### config.mk
export PLATFORM = sky130hd
export DESIGN_NAME = instr_fetch_unit
export DESIGN_NICKNAME = d
export VERILOG_FILES = /design/src/rtl/instr_fetch_unit.sv
export SDC_FILE = /design/constraint.sdc
export NUM_CORES = 1
export LEC_CHECK = 0
export ABC_CLOCK_PERIOD_IN_PS = 3500
export BUFFER_PORTS_ARGS = -buffer_cell sky130_fd_sc_hd__buf_2
export CORE_ASPECT_RATIO = 0.9
export CORE_UTILIZATION = 52
export DETAILED_ROUTE_END_ITERATION = 8
export GPL_TIMING_DRIVEN = 0
export PLACE_DENSITY = 0.72
export SKIP_CTS_REPAIR_TIMING = 1
export SYNTH_ARGS = -nofsm -noshare
export SYNTH_HDL_FRONTEND = slang
export SYNTH_SLANG_ARGS = --single-unit
### constraint.sdc
create_clock -name clk -period 3.5 [get_ports clk]
set_clock_uncertainty 0.1 [all_clocks]
set_input_delay 0.175 -clock clk [delete_from_list [all_inputs] [get_ports clk]]
set_output_delay 0.175 -clock clk [all_outputs]
set_load 0.1 [all_outputs]
### src/rtl/instr_fetch_unit.sv
// Fetch stage: issues in-order word requests, buffers responses in a small FIFO and
// hands {instr, pc} to the core. Optional misaligned-redirect check: IFETCH_MISALIGN_CHK_EN.
module instr_fetch_unit #(
  parameter logic [31:0] RESET_PC   = 32'h0000_3000,
  parameter int          FIFO_DEPTH = 4
) (
  input  logic        clk,
  input  logic        reset,
  input  logic        redirect_valid,
  input  logic [31:0] redirect_pc,
  output logic        imem_req_valid,
  input  logic        imem_req_ready,
  output logic [31:0] imem_req_addr,
  input  logic        imem_rsp_valid,
  input  logic [31:0] imem_rsp_data,
  output logic        if_valid,
  input  logic        if_ready,
  output logic [31:0] if_instr,
  output logic [31:0] if_pc,
  output logic        if_fault
);

  localparam int PTR_W = $clog2(FIFO_DEPTH);
  localparam int CNT_W = PTR_W + 1;
  localparam logic [31:0] NOP_INSTR = 32'h0000_0013;

  typedef enum logic {RUN, FAULT} state_t;

  state_t             state, state_next;
  logic [31:0]        fetch_pc;
  logic [31:0]        rsp_pc;
  logic [PTR_W-1:0]   wr_ptr, rd_ptr;
  logic [CNT_W-1:0]   count, outstanding, drop, out_next;
  logic [CNT_W:0]     inflight;
  logic [31:0]        mem_instr [FIFO_DEPTH];
  logic [31:0]        mem_pc    [FIFO_DEPTH];
  logic [31:0]        redirect_target;
  logic               req_fire, rsp_take, rsp_keep, rsp_drop, fifo_pop;

`ifdef IFETCH_MISALIGN_CHK_EN
  logic fault_valid;
  assign redirect_target = redirect_pc;
`else
  assign redirect_target = redirect_pc & 32'hFFFF_FFFC;
`endif

  assign inflight = {1'b0, count} + {1'b0, outstanding};
  assign req_fire = imem_req_valid && imem_req_ready;
  // A response with nothing outstanding is a protocol error and is ignored.
  assign rsp_take = imem_rsp_valid && (outstanding != '0);
  assign rsp_drop = rsp_take && (drop != '0);
  assign rsp_keep = rsp_take && (drop == '0) && !redirect_valid;
  assign fifo_pop = if_valid && if_ready && (state == RUN) && !redirect_valid;
  assign out_next = outstanding + CNT_W'(req_fire) - CNT_W'(rsp_take);

  // State register
  always_ff @(posedge clk) begin
    // NOTE: sequential state uses non-blocking assignments so every flop samples pre-edge values.
    if (reset) state <= RUN;
    else       state <= state_next;
  end

  // Next-state logic
  always_comb begin
    // NOTE: default assignment first so no path through this block infers a latch.
    state_next = state;
    if (redirect_valid) begin
`ifdef IFETCH_MISALIGN_CHK_EN
      state_next = (redirect_pc[1:0] != 2'b00) ? FAULT : RUN;
`else
      state_next = RUN;
`endif
    end
  end

  // Output logic; head is read combinationally from registered storage.
  always_comb begin
    imem_req_valid = !reset && (state == RUN) && (inflight < (CNT_W+1)'(FIFO_DEPTH));
    imem_req_addr  = fetch_pc;
    if_valid       = 1'b0;
    if_instr       = '0;
    if_pc          = '0;
    if_fault       = 1'b0;
    if (!reset && (state == RUN) && (count != '0)) begin
      if_valid = 1'b1;
      if_instr = mem_instr[rd_ptr];
      if_pc    = mem_pc[rd_ptr];
    end
`ifdef IFETCH_MISALIGN_CHK_EN
    // fetch_pc holds the faulting target: no requests advance it while in FAULT.
    else if (!reset && (state == FAULT) && fault_valid) begin
      if_valid = 1'b1;
      if_fault = 1'b1;
      if_instr = NOP_INSTR;
      if_pc    = fetch_pc;
    end
`endif
  end

  // Pointers, counters and PCs
  always_ff @(posedge clk) begin
    if (reset) begin
      fetch_pc    <= RESET_PC;
      rsp_pc      <= RESET_PC;
      wr_ptr      <= '0;
      rd_ptr      <= '0;
      count       <= '0;
      outstanding <= '0;
      drop        <= '0;
    end else begin
      outstanding <= out_next;
      if (redirect_valid) begin
        // Everything still outstanding after this cycle belongs to the old stream.
        fetch_pc <= redirect_target;
        rsp_pc   <= redirect_target;
        wr_ptr   <= '0;
        rd_ptr   <= '0;
        count    <= '0;
        drop     <= out_next;
      end else begin
        if (req_fire) fetch_pc <= fetch_pc + 32'd4;
        if (rsp_drop) drop <= drop - CNT_W'(1);
        if (rsp_keep) begin
          wr_ptr <= wr_ptr + PTR_W'(1);
          rsp_pc <= rsp_pc + 32'd4;
        end
        if (fifo_pop) rd_ptr <= rd_ptr + PTR_W'(1);
        case ({rsp_keep, fifo_pop})
          2'b10:   count <= count + CNT_W'(1);
          2'b01:   count <= count - CNT_W'(1);
          default: count <= count;
        endcase
      end
    end
  end

  // NOTE: FIFO storage is deliberately not reset; count gates every read of it.
  always_ff @(posedge clk) begin
    if (rsp_keep) begin
      mem_instr[wr_ptr] <= imem_rsp_data;
      mem_pc[wr_ptr]    <= rsp_pc;
    end
  end

`ifdef IFETCH_MISALIGN_CHK_EN
  always_ff @(posedge clk) begin
    if (reset)
      fault_valid <= 1'b0;
    else if (redirect_valid)
      fault_valid <= (redirect_pc[1:0] != 2'b00);
    else if ((state == FAULT) && fault_valid && if_ready)
      fault_valid <= 1'b0;
  end
`endif

endmodule

# After elaboration in Yosys (flattened, before gate mapping)

Memories as Yosys holds them, arrays and structs flattened. A register that Yosys moved wholly into a read port is not among the register bits.
Index checks and enable logic that the tools add are counted.

Logic and storage cells: 60
Memory bits (writable): 256
ROM bits: 0
Bits in latches: 0
Bits of input ports: 70
Register bits after elaboration: 77
Output and inout port bits: 99
Memories kept: 2

Equal/unequal tests: 2
Multipliers: 0
Multiplexer cells: 16
Div/mod/pow operators: 0
Order comparisons: 1
Shifts and indexed selects: 0
Add/sub/neg operators: 10
Reductions and logical operators: 20
Bitwise operators: 0

Memory list:

| name      | depth | width | read ports | clocked after Yosys merged registers in | wr ports | line | source |
|---|---|---|---|---|---|---|---|
| mem_instr | 4     | 32    | 1          | 1                                       | 1        | 35   | `logic [31:0] mem_instr [FIFO_DEPTH];` |
| mem_pc    | 4     | 32    | 1          | 1                                       | 1        | 36   | `logic [31:0] mem_pc [FIFO_DEPTH];` |

Operator list:

| cell                                                       | count |
|---|---|
| two-way mux 32 bit                                         | 6 |
| adder 32 x 3 -> 32 bit, second input constant              | 2 |
| logical AND 1 bit                                          | 9 |
| nonzero test 3 bit                                         | 3 |
| two-way mux 2 bit                                          | 4 |
| nonzero test 2 bit                                         | 4 |
| two-way mux 3 bit                                          | 2 |
| case mux 3 bit (2 select lines)                            | 1 |
| subtractor 3 x 1 -> 3 bit, second input constant           | 2 |
| adder 2 x 1 -> 2 bit, second input constant                | 2 |
| adder 3 x 3 -> 4 bit                                       | 1 |
| less-than comparator 4 x 3 -> 1 bit, second input constant | 1 |
| adder 3 x 1 -> 3 bit                                       | 1 |
| adder 3 x 1 -> 3 bit, second input constant                | 1 |
| logical NOT 3 bit                                          | 1 |
| two-way mux 1 bit                                          | 3 |
| subtractor 3 x 1 -> 3 bit                                  | 1 |
| == test 2 x 1 -> 1 bit, second input constant              | 1 |
| == test 2 bit, second input constant                       | 1 |
| logical NOT 1 bit                                          | 2 |
| OR reduction 2 bit                                         | 1 |

# Longest topological paths before layout

Depth in word-level cells: 7
Depth in mapped cells: 13
Gate-level depth less buffers: 12

# Least setup slack after synthesis

OpenSTA, ideal clock, no wires.

Kind: flip-flop to flip-flop
Start point: register drop[0]
End point: memory mem_instr[0][0], enable pin
Cell stages (with the launch flop): 8
Arrival time: 2.810 ns
Data required time: 2.973 ns
Setup slack: 0.164 ns
Library setup time: 0.427 ns
Clock period less this slack: 3.336 ns
Buffers on the path: 2
Cells stage by stage: dfxtp_1 inv_1 ha_1 and3b_1 clkbuf_1 and2_1 buf_2 and3_1

Longest elaborated chain between the ends: 5

RTL lines:

| item                                    | line | source |
|---|---|---|
| start: declaration                      | 33   | `logic [CNT_W-1:0] count, outstanding, drop, out_next;` |
| start signal: assignment                | 119  | `drop <= out_next;` |
| start signal: assignment                | 122  | `if (rsp_drop) drop <= drop - CNT_W'(1);` |
| logical NOT 3 bit                       | 52   | `assign rsp_keep = rsp_take && (drop == '0) && !redirect_valid;` |
| logical AND 1 bit (2 in a row)          | 52   |  |
| two-way mux 1 bit                       | 139  | `if (rsp_keep) begin` |
| two-way mux 1 bit (not written as such) | 140  | `mem_instr[wr_ptr] <= imem_rsp_data;` |
| end: declaration                        | 35   |  |

Every way passes these cells.

# Worst setup path after layout

Start point: register outstanding[2]
End point: register drop[2]

Longest elaborated chain between the ends: 7
Elaborated cells on any way between the ends: 11
Classes of those cells: add/sub: 3; order compare: 1; mux: 1; reduce/logical: 6

RTL lines:

| item                                | line | source |
|---|---|---|
| start: declaration                  | 33   |  |
| start signal: assignment            | 111  | `outstanding <= out_next;` |
| adder 3 x 3 -> 4 bit                | 47   | `assign inflight = {1'b0, count} + {1'b0, outstanding};` |
| less-than comparator 4 x 3 -> 1 bit | 78   | `imem_req_valid = !reset && (state == RUN) && (inflight < (CNT_W+1)'(FIFO_DEPTH));` |
| logical AND 1 bit                   | 78   |  |
| logical AND 1 bit                   | 48   | `assign req_fire = imem_req_valid && imem_req_ready;` |
| adder 3 x 1 -> 3 bit                | 54   | `assign out_next = outstanding + CNT_W'(req_fire) - CNT_W'(rsp_take);` |
| subtractor 3 x 1 -> 3 bit           | 54   |  |
| two-way mux 3 bit                   | 112  | `if (redirect_valid) begin` |

Parallel ways exist; a longest one is shown, timed or not.
A chain may end at the register's enable or synchronous reset.

==> key figures <==
Critical path
  – Critical Path RT: 3.81 ns
  – Peak per-stage delay on the critical path: 0.39 ns
  – Critical path fanouts, max: 10
  – Critical path, cell by cell: ha_1 > nor4_4 > and3_1 > buf_4 > inv_2 > buf_6 > ha_1 > inv_1 > ha_1 > fa_1 > xnor2_1 > xnor2_1 > a211oi_1
  – Crit path DAT: 3.39 ns
  – Worst Setup End Kind: flop
  – Setup Crit Path Kind: reg2reg
  – Critical Path Slowest Stage Cell: fa_1
  – CP most frequent cell: ha_1
  – Crit start category: flop

Timing
  – Setup violators final: 0
  – RSZ-0062 raised after global routing: false
  – Highest Clock Rate: 325 MHz
  – Share of the clock period used by the worst path: 87.9%
  – Hold Fails Final Rpt: 9
  – Slew HR: 35.2%
  – Post-layout min period: 3.08 ns
  – Final Hold Slack: -0.0231 ns
  – Slew Viols, Final: 0
  – Worst slew pin tran: 0.968 ns

Drt
  – Drt first-iter violations: 537
  – DRC viols: 0
  – Vias per inst: 5.38
  – Pre-antenna DRT Iters: 5
  – Post-Route WL: 27700 um
  – Routed Antenna Nets: 0
  – Wire per inst: 18.3 um
  – DR vias: 8136

Logic synthesis
  – Mapped Area: 0.0135 mm2
  – Syn Area/Cell: 15.2 um2
  – Top cell type by total area after synthesis: edfxtp_1
  – FFs w/ async S/R, synth: 0%
  – Most numerous cell in the Yosys netlist: edfxtp_1
  – Most common library cells after synthesis: 248 x edfxtp_1, 75 x dfxtp_1, 65 x and2_1, 62 x mux4_2, 51 x xnor2_1
  – Dominant synthesized flop cell: edfxtp_1
  – Netlist cell types: 50
  – Synth top area share: 55.0%
  – #FFs+latches synth: 323
  – Post-Synthesis Cells: 890
  – Synth area leaders: edfxtp_1 55%, dfxtp_1 11%, mux4_2 10%, xnor2_1 3.3%, and2_1 3.0%
  – Part of the Yosys area used for sequential elements: 66.1%
  – Synth warnings: 0
  – Number of synthesized flops with an enable pin: 248

Global route
  – Total track usage: 20.5%
  – Number of global-route vias before repair: 7599
  – Largest net degree at the start of global routing: 46
  – GR Overflow Total: 0
  – Initial antenna violation count: 0
  – First-pass GRT wire length: 41300 um

Clock network
  – Worst skew pair latency: 0.50 ns
  – Number of buffers created by CTS: 34
  – CTS Sinks: 323
  – Clock slew at the register clock pins of the worst setup and hold paths: 0.06 ns
  – TritonCTS clock tree: done
  – Root Driver: clkbuf_16
  – Clk buf depth: 3
  – H-tree depth: 2

Power and ir drop
  – Peak supply drop: 0.000370 V
  – Total power: 0.00929 W
  – Leakage: 5.86 nW
  – Pwr Density: 562 mW/mm2

Die
  – Die extent in x: 172 um
  – Core area: 0.0253 mm2
  – Row cnt: 55
  – Starting Density: 53.4%
  – Die Y-Extent: 155 um
  – Die area: 0.0267 mm2
  – Ports: 169

Min path
  – Worst Hold Class: in2reg

Cells and area
  – Share of cells above drive strength 1: 26.6%
  – Area Overhead vs Synth: 22.2%
  – Final core occ: 65.3%
  – NumNets Final: 1230
  – Antenna diode instance count: 0
  – Design area: 0.0165 mm2

Status
  – Failing checks: hold timing
  – Outcome: finished with violations

Placed design
  – Placer Congestion: 0.867
  – Placed Area: 0.0149 mm2
  – Post-DP HPWL: 18300 um
  – Port buffer count: 160

Job
  – Max_cap viols: 0
[cells by family (layout without fill, tap and decap cells)]
kind of cell    after synthesis  count (layout)  share of synthesized area [%]
other cells                   1               5                         0.0277
compound gates              101             101                           5.03
buf+inv                      99             376                           3.12
simple gates                227             227                           9.87
xor+xnor                     62              62                           4.01
mux                          62              62                           10.3
fa+ha+maj                    15              15                           1.50
flops                       323             323                           66.1
[cell type report]
type	instances	area (um2)
flip-flops and latches	323	8950
fillers	1854	8790
multi-input cells	472	4200
repair buffers	215	1400
clock buffers	45	933
well taps	342	428
plain buffers	52	246
clock inverters	17	205
inverters	47	176
[per-stage QoR]
| stage | setup TNS, ns | cells | worst slack, ns |
|---|---|---|---|
| floorplan | 0 | 894 | 0.164 |
| global placement | -281.12 | 1396 | -1.16 |
| detailed placement | 0 | 1400 | 0.478 |
| CTS | 0 | 1462 | 0.283 |
| global route | 0 | 1513 | 0.241 |
| finish | 0 | 1513 | 0.423 |
[state kept, by name, indices dropped and copies added, names as in the netlist, named ones only]
| signal | cells |
|---|---|
| count | 3 |
| drop | 3 |
| imem_req_addr | 30 |
| mem_instr | 128 |
| mem_pc | 120 |
| outstanding | 3 |
| rd_ptr | 2 |
| rsp_pc | 30 |
| wr_ptr | 2 |
[placed cells by master, fill, tap and decap left out, drive strengths merged, types with 2 or more instances in the layout]
cell type      n
a21boi        48
fa             2
bufinv         4
and2          65
and3           9
nor3b          2
a31oi          2
nand2         30
buf          185
clkbuf        76
a211oi         3
dfxtp         75
clkinvlp       2
xnor2         51
nand4         15
mux4          62
or3            6
nand3         20
nor2b          2
inv           47
nor2          21
and4           9
a21oi         33
clkinv        11
o21a           5
nor4          18
nor3          26
conb           5
ha            13
dlygate4sd3   51
xor2          11
o21bai         4
edfxtp       248
[path summary, 6_finish.rpt]
check | startpoint | end | slack, ns | cells after the start
worst max-delay path | outstanding[2] | drop[2] | 0.42 | 13
worst min-delay path | redirect_pc[25] | rsp_pc[25] | -0.02 | 4
worst max register to register | outstanding[2] | drop[2] | 0.42 | 13
worst min register to register | wr_ptr[1] | wr_ptr[1] | 0.41 | 2
[worst max-delay path: cells and delay by family (launching register included)]
family | cells | cell delay, ns
adders and majority gates | 4 | 1.08
and+or+nand+nor | 2 | 0.57
buffers and inverters | 4 | 0.36
DFF | 1 | 0.35
xor gates and xnor gates | 2 | 0.29
AOI/OAI and AO/OA | 1 | 0.23
[metal layers]
metal	GRT usage, %	routed length, um
met1	29.9	12800
met2	31.9	12800
met3	3.71	1730
met4	5.10	426
met5	0	0
[where the power goes]
part           switching [W]  leakage [nW]  internal (W)
registers           0.000141          2.87       0.00434
logic               0.000790          2.44      0.000401
clock network        0.00143         0.552       0.00219
No activity file was read; power rests on OpenSTA's default activity.
